<file path="src/rtl/alu_muldiv_seq_pkg.sv">
// Shared encodings for the multiply/divide sequencer: ALU op-selects,
// sequencer states and operation modes.
package alu_muldiv_seq_pkg;

  localparam int W = 4;

  localparam logic [1:0] ALU_ADD  = 2'b00;
  localparam logic [1:0] ALU_SUB  = 2'b01;
  localparam logic       ALU_ARIT = 1'b1;

  localparam logic MODE_MUL = 1'b0;
  localparam logic MODE_DIV = 1'b1;

  typedef enum logic [1:0] {
    S_IDLE = 2'b00,
    S_RUN  = 2'b01,
    S_DONE = 2'b10
  } state_t;

endpackage

</file>
<file path="src/rtl/alu_muldiv_seq.sv">
// Multi-cycle sequencer driving an external 4-bit ALU for unsigned 4x4
// shift-and-add multiply and 4/4 restoring divide, with start/done handshake.
module alu_muldiv_seq
  import alu_muldiv_seq_pkg::*;
(
  input  logic         clk,
  input  logic         reset,
  input  logic         start,
  input  logic         mode,
  input  logic [W-1:0] op_a,
  input  logic [W-1:0] op_b,
  output logic         busy,
  output logic         done,
  output logic         div0,
  output logic [W-1:0] res_hi,
  output logic [W-1:0] res_lo,
  output logic [W-1:0] alu_a,
  output logic [W-1:0] alu_b,
  output logic [1:0]   alu_op,
  output logic         alu_arit,
  input  logic [W-1:0] alu_r,
  input  logic         alu_carry
);

  state_t         state_r, state_s;
  logic [1:0]     cnt_r, cnt_s;
  logic [W-1:0]   h_r, h_s, q_r, q_s, m_r, m_s;
  logic           mode_r, mode_s;
  logic           div0_r, div0_s;
  logic [W-1:0]   res_hi_r, res_hi_s, res_lo_r, res_lo_s;
  logic           busy_r, done_r;
  logic [W-1:0]   alu_a_r, alu_a_s, alu_b_r, alu_b_s;
  logic [1:0]     alu_op_r, alu_op_s;
  logic           alu_arit_r;
  logic [W-1:0]   rs_s;

  assign busy     = busy_r;
  assign done     = done_r;
  assign div0     = div0_r;
  assign res_hi   = res_hi_r;
  assign res_lo   = res_lo_r;
  assign alu_a    = alu_a_r;
  assign alu_b    = alu_b_r;
  assign alu_op   = alu_op_r;
  assign alu_arit = alu_arit_r;

  // Next-state, datapath step and next-cycle ALU drive
  always_comb begin
    state_s  = state_r;
    cnt_s    = cnt_r;
    h_s      = h_r;
    q_s      = q_r;
    m_s      = m_r;
    mode_s   = mode_r;
    div0_s   = div0_r;
    res_hi_s = res_hi_r;
    res_lo_s = res_lo_r;
    rs_s     = {h_r[2:0], q_r[3]};
    alu_a_s  = 4'h0;
    alu_b_s  = 4'h0;
    alu_op_s = ALU_ADD;

    case (state_r)
      S_IDLE: begin
        if (start) begin
          mode_s = mode;
          h_s    = 4'h0;
          q_s    = op_a;
          m_s    = op_b;
          cnt_s  = 2'd0;
          if ((mode == MODE_DIV) && (op_b == 4'h0)) begin
            state_s  = S_DONE;
            div0_s   = 1'b1;
            res_hi_s = op_a;
            res_lo_s = 4'hF;
          end else begin
            state_s = S_RUN;
            div0_s  = 1'b0;
          end
        end else begin
          state_s = S_IDLE;
        end
      end
      S_RUN: begin
        if (mode_r == MODE_MUL) begin
          if (q_r[0]) begin
            {h_s, q_s} = {alu_carry, alu_r, q_r[3:1]};
          end else begin
            {h_s, q_s} = {1'b0, h_r, q_r[3:1]};
          end
        end else begin
          // h_r[3] is the fifth bit of the shifted partial remainder
          if (h_r[3] | alu_carry) begin
            h_s = alu_r;
            q_s = {q_r[2:0], 1'b1};
          end else begin
            h_s = rs_s;
            q_s = {q_r[2:0], 1'b0};
          end
        end
        cnt_s = cnt_r + 2'd1;
        if (cnt_r == 2'd3) begin
          state_s  = S_DONE;
          res_hi_s = h_s;
          res_lo_s = q_s;
        end else begin
          state_s = S_RUN;
        end
      end
      S_DONE: begin
        state_s = S_IDLE;
      end
      default: begin
        state_s = S_IDLE;
      end
    endcase

    // ALU operands are registered one cycle ahead so they match H/Q during RUN
    if (state_s == S_RUN) begin
      alu_a_s  = (mode_s == MODE_MUL) ? h_s : {h_s[2:0], q_s[3]};
      alu_b_s  = m_s;
      alu_op_s = (mode_s == MODE_MUL) ? ALU_ADD : ALU_SUB;
    end else begin
      alu_a_s  = 4'h0;
      alu_b_s  = 4'h0;
      alu_op_s = ALU_ADD;
    end
  end

  // State, datapath and registered outputs
  always_ff @(posedge clk or negedge reset) begin
    if (!reset) begin
      state_r    <= S_IDLE;
      cnt_r      <= 2'd0;
      h_r        <= 4'h0;
      q_r        <= 4'h0;
      m_r        <= 4'h0;
      mode_r     <= MODE_MUL;
      div0_r     <= 1'b0;
      res_hi_r   <= 4'h0;
      res_lo_r   <= 4'h0;
      busy_r     <= 1'b0;
      done_r     <= 1'b0;
      alu_a_r    <= 4'h0;
      alu_b_r    <= 4'h0;
      alu_op_r   <= ALU_ADD;
      alu_arit_r <= ALU_ARIT;
    end else begin
      state_r    <= state_s;
      cnt_r      <= cnt_s;
      h_r        <= h_s;
      q_r        <= q_s;
      m_r        <= m_s;
      mode_r     <= mode_s;
      div0_r     <= div0_s;
      res_hi_r   <= res_hi_s;
      res_lo_r   <= res_lo_s;
      busy_r     <= (state_s == S_RUN);
      done_r     <= (state_s == S_DONE);
      alu_a_r    <= alu_a_s;
      alu_b_r    <= alu_b_s;
      alu_op_r   <= alu_op_s;
      alu_arit_r <= ALU_ARIT;
    end
  end

endmodule
</file>
<file path="config.mk">
export PLATFORM = sky130hd
export DESIGN_NAME = alu_muldiv_seq
export DESIGN_NICKNAME = d
export VERILOG_FILES = /design/src/rtl/alu_muldiv_seq_pkg.sv /design/src/rtl/alu_muldiv_seq.sv
export SDC_FILE = /design/constraint.sdc
export NUM_CORES = 1
export LEC_CHECK = 0
export CAP_MARGIN = 20
export CORE_MARGIN = 5
export CORE_UTILIZATION = 56
export CTS_BUF_LIST = sky130_fd_sc_hd__clkbuf_4 sky130_fd_sc_hd__clkbuf_8
export CTS_CLUSTER_DIAMETER = 120
export DETAILED_ROUTE_END_ITERATION = 6
export GPL_TIMING_DRIVEN = 0
export PLACE_DENSITY = 0.92
export SYNTH_ARGS = -nofsm -noshare
export SYNTH_HDL_FRONTEND = slang
export SYNTH_SLANG_ARGS = --single-unit
</file>
<file path="constraint.sdc">
create_clock -name clk -period 4.63 [get_ports clk]
set_clock_uncertainty 0.15 [all_clocks]
set_input_delay 0.926 -clock clk [delete_from_list [all_inputs] [get_ports clk]]
set_output_delay 0.926 -clock clk [all_outputs]
set_load 0.05 [all_outputs]
</file>
==> results.sh, run 1 <==
export IMPL_diodes=0
export IMPL_synth_cell_types=44
export IMPL_hold_path_class="reg2reg"
export IMPL_maxCapViolCount=0
export IMPL_slew_violations=0
export IMPL_reg2reg_depth=4
export IMPL_via_count=1373
export IMPL_nets=218
export IMPL_ir_drop_mv=0.425
export IMPL_synth_area_mm2=0.00175
export IMPL_drc=0
export IMPL_required_ns=4.72
export IMPL_numCtsBuffers=5
export IMPL_leakage_nw=0.974
export IMPL_drt_antenna_violating_nets=0
export IMPL_n_fill_cell=212
export IMPL_hold_viol_final=0
export IMPL_rsz0062_at_grt="no"
export IMPL_wl_mm=3.83
export IMPL_synthSimpleGateAreaFrac_pct=12.3
export IMPL_start_util_pct=57.7
export IMPL_setup_viol=0
export IMPL_synth_area_mux_share_pct=9.38
export IMPL_crit_type="in2reg"
export IMPL_arrival_ns=2.85
export IMPL_synth_top_family_by_area="compound AO/OA/AOI/OAI gates"
export IMPL_status="finished, final reports clean"
export IMPL_die_area_mm2=0.00434
export IMPL_viasPerCell=5.60
export IMPL_grt_start_max_net_pins=38
export IMPL_fmax_ghz=0.363
export IMPL_ios=39
export IMPL_timing_slew_headroom_pct=48.2
export IMPL_cpPeakStageDelay_ns=0.54
export IMPL_seqCellArea_um2=926
export IMPL_crit_path_start_kind="primary input"
export IMPL_portBuffers=36
export IMPL_cp_end_kind="flop"
export IMPL_hold_buffers=0
export IMPL_synthXorXnorAreaFrac_pct=0
export IMPL_firstDrtPassIters=6
export IMPL_synthAdderAreaFrac_pct=0.716
export IMPL_drt_initial_drc_count=73
export IMPL_synth_edf_count=0
export IMPL_worstHoldPathCells=1
export IMPL_top_layer="met4"
export IMPL_avgSynthCellArea_um2=11.1
export IMPL_path_cells="clkdlybuf4s50_1 -> or3b_1 -> buf_6 -> o32ai_4 -> mux2_2"
export IMPL_wl_met2_mm=1.99
export IMPL_critPathSlowestCell="clkdlybuf4s50_1"
export IMPL_rows=20
export IMPL_ys_flop_type="dfrtp_1"
export IMPL_fin_tns_setup_ns=0
export IMPL_coreArea_mm2=0.00303
export IMPL_dp_cells=237
export IMPL_met1Wirelength_mm=1.54
export IMPL_dp_hpwl_mm=2.84
export IMPL_cts_tree="built"
export IMPL_cts_buffer_depth=2
export IMPL_clock_sinks=37
export IMPL_cts_root_buf="clkbuf_4"
export IMPL_die_w_um=65.9
export IMPL_postSynth_asyncResetShare_pct=100
export IMPL_yosysSeqAreaShare_pct=53.0
export IMPL_grt_pass1_vias=1377
export IMPL_overflow=0
export IMPL_wl_per_cell_um=15.6
export IMPL_p_per_area_mw_per_mm2=796
export IMPL_fin_cells=245
export IMPL_clk_latency_ns=0.35
export IMPL_mostFrequentLayoutCells="dfrtp_1, clkdlybuf4s50_1, nand2_1"
export IMPL_synth_compound_area_share_pct=18.3
export IMPL_yosys_warnings=0
export IMPL_antenna_found_initial=0
export IMPL_grtUsageTotal_pct=19.4
export IMPL_htree_levels=2
export IMPL_path_max_fanout=10
export IMPL_cts_setup_buffers=0
export IMPL_ctsResizeCount=0
export IMPL_post_route_period_util_pct=59.6
export IMPL_gp_congestion=0.864
export IMPL_ys_seq_elements=37
export IMPL_path_clk_slew_ns=0.10
export IMPL_syn_inst=157
export IMPL_die_h_um=65.9
export IMPL_wl_met3_um=215
export IMPL_synth_nets=175
export IMPL_multi_input_area_um2=718
export IMPL_drive_gt1_share_pct=13.9
export IMPL_area_growth_pct=28.6
export IMPL_grt_pass1_wl_mm=6.24
export IMPL_worst_pin_slew_ns=0.777
export IMPL_period_needed_ns=2.76
export IMPL_layout_commonest_cell="dfrtp_1"
## synth_stat cells (2+ instances only)
master | instances | area share, %
nand2b_1 | 3 | 1.1
a22o_1 | 2 | 1.0
buf_6 | 3 | 1.9
dfrtp_1 | 37 | 53
nand2_1 | 13 | 2.8
a221oi_1 | 2 | 1.0
nor2_1 | 12 | 2.6
a31oi_1 | 7 | 2.5
clkbuf_1 | 4 | 0.86
a21oi_1 | 5 | 1.4
conb_1 | 2 | 0.43
o22a_1 | 4 | 2.0
inv_1 | 9 | 1.9
mux2i_1 | 4 | 2.3
a211oi_1 | 2 | 0.86
nor2b_1 | 7 | 2.5
buf_4 | 2 | 0.86
mux2_2 | 9 | 5.8
o21ai_0 | 4 | 1.1
o21bai_1 | 2 | 0.86
## sequential cells by signal, indices dropped and copies added, names as in the netlist
| signal | flops |
|---|---|
| alu_a | 4 |
| alu_b | 4 |
| alu_op | 1 |
| busy | 1 |
| cnt_r | 2 |
| div0 | 1 |
| done | 1 |
| h_r | 4 |
| m_r | 4 |
| mode_r | 1 |
| q_r | 4 |
| res_hi | 4 |
| res_lo | 4 |
| state_r | 2 |
## per-layer routing
| layer | track usage, % | up-vias |
|---|---|---|
| met5 | 0 | - |
| met3 | 3.40 | 9 |
| li1 | - | 643 |
| met2 | 33.3 | 52 |
| met1 | 22.6 | 669 |
| met4 | 11.4 | 0 |
## cells by family after synthesis
family	Yosys count
AO/OA/AOI/OAI	41
AND/OR/NAND/NOR	43
buffers and inverters	19
flip-flops	37
adder cells (fa/ha/maj)	1
multiplexers	14
other	2
## cell type report
type,instances,share of cell area [%]
Tap cell,44,2.45
Sequential cell,37,41.2
Inverter,9,1.50
Timing Repair Buffer,36,15.8
Multi-Input combinational cell,101,32.0
Buffer,10,3.06
Clock buffer,6,2.28
Clock inverter,2,1.67
## worst max-delay path, delay by kind of cell
kind	cells	cell delay, ns
and+or+nand+nor	1	0.37
muxes	1	0.38
buffers and inverters	2	0.71
AOI/OAI and AO/OA	1	0.45
## where the power goes
| part | internal (mW) | switching (mW) | leakage [nW] |
|---|---|---|---|
| clock network | 0.128 | 0.106 | 0.0445 |
| registers | 0.468 | 0.0810 | 0.444 |
| logic | 0.386 | 0.619 | 0.485 |
## per-stage QoR
stage / hold WS (ns) / total power, mW / instance area (um^2) / worst slack (ns) / util (%)
CTS: 0.365 / 1.79 / 2250 / 1.92 / 74.2
finish: 0.359 / 1.79 / 2250 / 1.87 / 74.2
global placement: 0.322 / 1.52 / 2160 / 1.54 / 71.4
global route: 0.376 / 1.89 / 2250 / 1.86 / 74.2
floorplan: 0.315 / 1.26 / 1750 / 2.21 / -
detailed placement: 0.338 / 1.55 / 2160 / 1.54 / 71.2
## path summary, 6_finish.rpt
| kind | from | to | slack, ns |
|---|---|---|---|
| worst min-delay path | m_r[2]$_DFF_PN0_ | m_r[2]$_DFF_PN0_ | 0.36 |
| min in group asynchronous | reset | done$_DFF_PN0_ | 0.49 |
| worst min register to register | m_r[2]$_DFF_PN0_ | m_r[2]$_DFF_PN0_ | 0.36 |
| max in group asynchronous | reset | m_r[2]$_DFF_PN0_ | 3.35 |
| worst max-delay path | start | res_lo[3]$_DFFE_PN0P_ | 1.87 |
| worst max register to register | state_r[1]$_DFF_PN0_ | res_lo[3]$_DFFE_PN0P_ | 2.46 |
Note: power is estimated with default switching activity, not from simulation.
==> inputs of run 2 (changes only) <==
--- a/config.mk
+++ b/config.mk
@@ -7,12 +7,12 @@
 export LEC_CHECK = 0
 export CAP_MARGIN = 20
 export CORE_MARGIN = 5
-export CORE_UTILIZATION = 56
+export CORE_UTILIZATION = 47
 export CTS_BUF_LIST = sky130_fd_sc_hd__clkbuf_4 sky130_fd_sc_hd__clkbuf_8
 export CTS_CLUSTER_DIAMETER = 120
 export DETAILED_ROUTE_END_ITERATION = 6
 export GPL_TIMING_DRIVEN = 0
-export PLACE_DENSITY = 0.92
+export PLACE_DENSITY = 0.83
 export SYNTH_ARGS = -nofsm -noshare
 export SYNTH_HDL_FRONTEND = slang
 export SYNTH_SLANG_ARGS = --single-unit
==> constraint.sdc (replaced) <==
create_clock -name clk -period 2.5 [get_ports clk]
set_clock_uncertainty 0.15 [all_clocks]
set_input_delay 0.5 -clock clk [delete_from_list [all_inputs] [get_ports clk]]
set_output_delay 0.5 -clock clk [all_outputs]
set_load 0.05 [all_outputs]
==> results.sh, run 2 (synthesis gave the netlist of run 1 again) <==
export IMPL_status="finished, final reports clean"
export IMPL_fmax_ghz=0.422
export IMPL_htree_levels=2
export IMPL_drt_antenna_violating_nets=0
export IMPL_clock_sinks=37
export IMPL_cts_tree="built"
export IMPL_post_route_period_util_pct=94.8
export IMPL_crit_type="in2reg"
export IMPL_arrival_ns=2.39
export IMPL_die_area_mm2=0.00504
export IMPL_path_clk_slew_ns=0.07
export IMPL_power_mw=3.23
export IMPL_slew_violations=0
export IMPL_r2r_end="res_hi[3]$_DFFE_PN0P_"
export IMPL_start_util_pct=48.1
export IMPL_antenna_found_initial=0
export IMPL_wl_mm=3.69
export IMPL_grtUsageTotal_pct=15.8
export IMPL_cpPeakStageDelay_ns=0.54
export IMPL_reg2reg_depth=4
export IMPL_firstDrtPassIters=4
export IMPL_dp_hpwl_mm=2.74
export IMPL_ios=39
export IMPL_setup_viol=0
export IMPL_mostFrequentLayoutCells="dfrtp_1, clkdlybuf4s50_1, nand2_1"
export IMPL_cts_buffer_depth=2
export IMPL_cts_root_buf="clkbuf_8"
export IMPL_timing_slew_headroom_pct=47.4
export IMPL_portBuffers=36
export IMPL_overflow=0
export IMPL_hold_path_class="in2async"
export IMPL_grt_start_max_net_pins=38
export IMPL_die_h_um=71.0
export IMPL_nets=218
export IMPL_maxCapViolCount=0
export IMPL_drive_gt1_share_pct=13.1
export IMPL_rsz0062_at_grt="no"
export IMPL_cts_setup_buffers=0
export IMPL_ctsResizeCount=0
export IMPL_path_cells="clkdlybuf4s50_1 -> or3b_1 -> buf_6 -> o32ai_4 -> mux2_2"
export IMPL_critPathLaunch="start"
export IMPL_p_per_area_mw_per_mm2=1450
export IMPL_period_needed_ns=2.37
export IMPL_drt_initial_drc_count=74
export IMPL_area_growth_pct=28.0
export IMPL_rows=22
export IMPL_drc=0
export IMPL_gp_congestion=0.828
export IMPL_cp_end_kind="flop"
export IMPL_required_ns=2.53
export IMPL_critPathSlowestCell="clkdlybuf4s50_1"
export IMPL_wl_per_cell_um=15.0
export IMPL_die_w_um=71.0
export IMPL_hold_buffers=0
export IMPL_holdWs_ns=0.150
export IMPL_grt_pass1_wl_mm=6.25
export IMPL_layout_commonest_cell="dfrtp_1"
export IMPL_viasPerCell=5.47
export IMPL_leakage_nw=0.969
export IMPL_hold_viol_final=0
export IMPL_worst_pin_slew_ns=0.789
export IMPL_fin_area_mm2=0.00224
export IMPL_coreArea_mm2=0.00363
export IMPL_via_count=1350
export IMPL_crit_path_start_kind="primary input"
export IMPL_diodes=0
export IMPL_ir_drop_mv=0.727
export IMPL_dpl_cell_area_mm2=0.00216
export IMPL_numCtsBuffers=5
export IMPL_crit_reg2reg_launch="state_r[1]$_DFF_PN0_"
export IMPL_clk_latency_ns=0.29
export IMPL_path_max_fanout=10
export IMPL_endpoint="res_hi[3]$_DFFE_PN0P_"
export IMPL_fin_tns_setup_ns=0
export IMPL_r2r_setup_slack_ns=0.38
export IMPL_grt_pass1_vias=1333
run 2: cell type report:
cell class	count	area, um^2
Clock inverter	1	5.00
Buffer	10	68.8
Fill cell	318	1400
Clock buffer	5	68.8
Inverter	9	33.8
Multi-Input combinational cell	101	718
Timing Repair Buffer	36	355
Sequential cell	37	926
Tap cell	48	60.1
run 2: where the power goes:
part / internal [mW] / leakage (nW) / switching [mW]
Clock: 0.183 / 0.0399 / 0.191
Combinational: 0.714 / 0.485 / 1.12
Sequential: 0.869 / 0.444 / 0.151
run 2: critical path: cells and delay by family:
family	cells	cell delay, ns
buffers and inverters	2	0.71
muxes	1	0.38
and+or+nand+nor	1	0.38
AOI/OAI and AO/OA	1	0.43
run 2: stage by stage:
| step | utilization [%] | std cells | worst slack, ns |
|---|---|---|---|
| 2_1_floorplan | - | 157 | 0.508 |
| 3_3_place_gp | 59.6 | 241 | -0.133 |
| 3_5_place_dp | 59.5 | 241 | -0.156 |
| 4_1_cts | 61.5 | 247 | 0.140 |
| 5_1_grt | 61.5 | 247 | 0.0474 |
| 6_report | 61.5 | 247 | 0.131 |
run 2: worst min path at each step:
stage	endpoint	slack, ns	cells past startpoint
after floorplan	alu_a[0]$_DFF_PN0_	0.05	0
after global placement	m_r[3]$_DFF_PN0_	0.32	1
after detailed placement	m_r[3]$_DFF_PN0_	0.33	1
after CTS	q_r[0]$_DFFE_PN0P_	0.17	1
after global routing	cnt_r[0]$_DFFE_PN0P_	0.21	1
final	state_r[1]$_DFF_PN0_	0.15	1
run 2: routing by layer:
metal	GRT usage (%)	share of wire, %	vias to the layer above
met5	0	0	-
met4	6.26	1.5	0
li1	-	-	639
met3	5.82	8.2	8
met1	20.6	43	646
met2	23.7	48	57
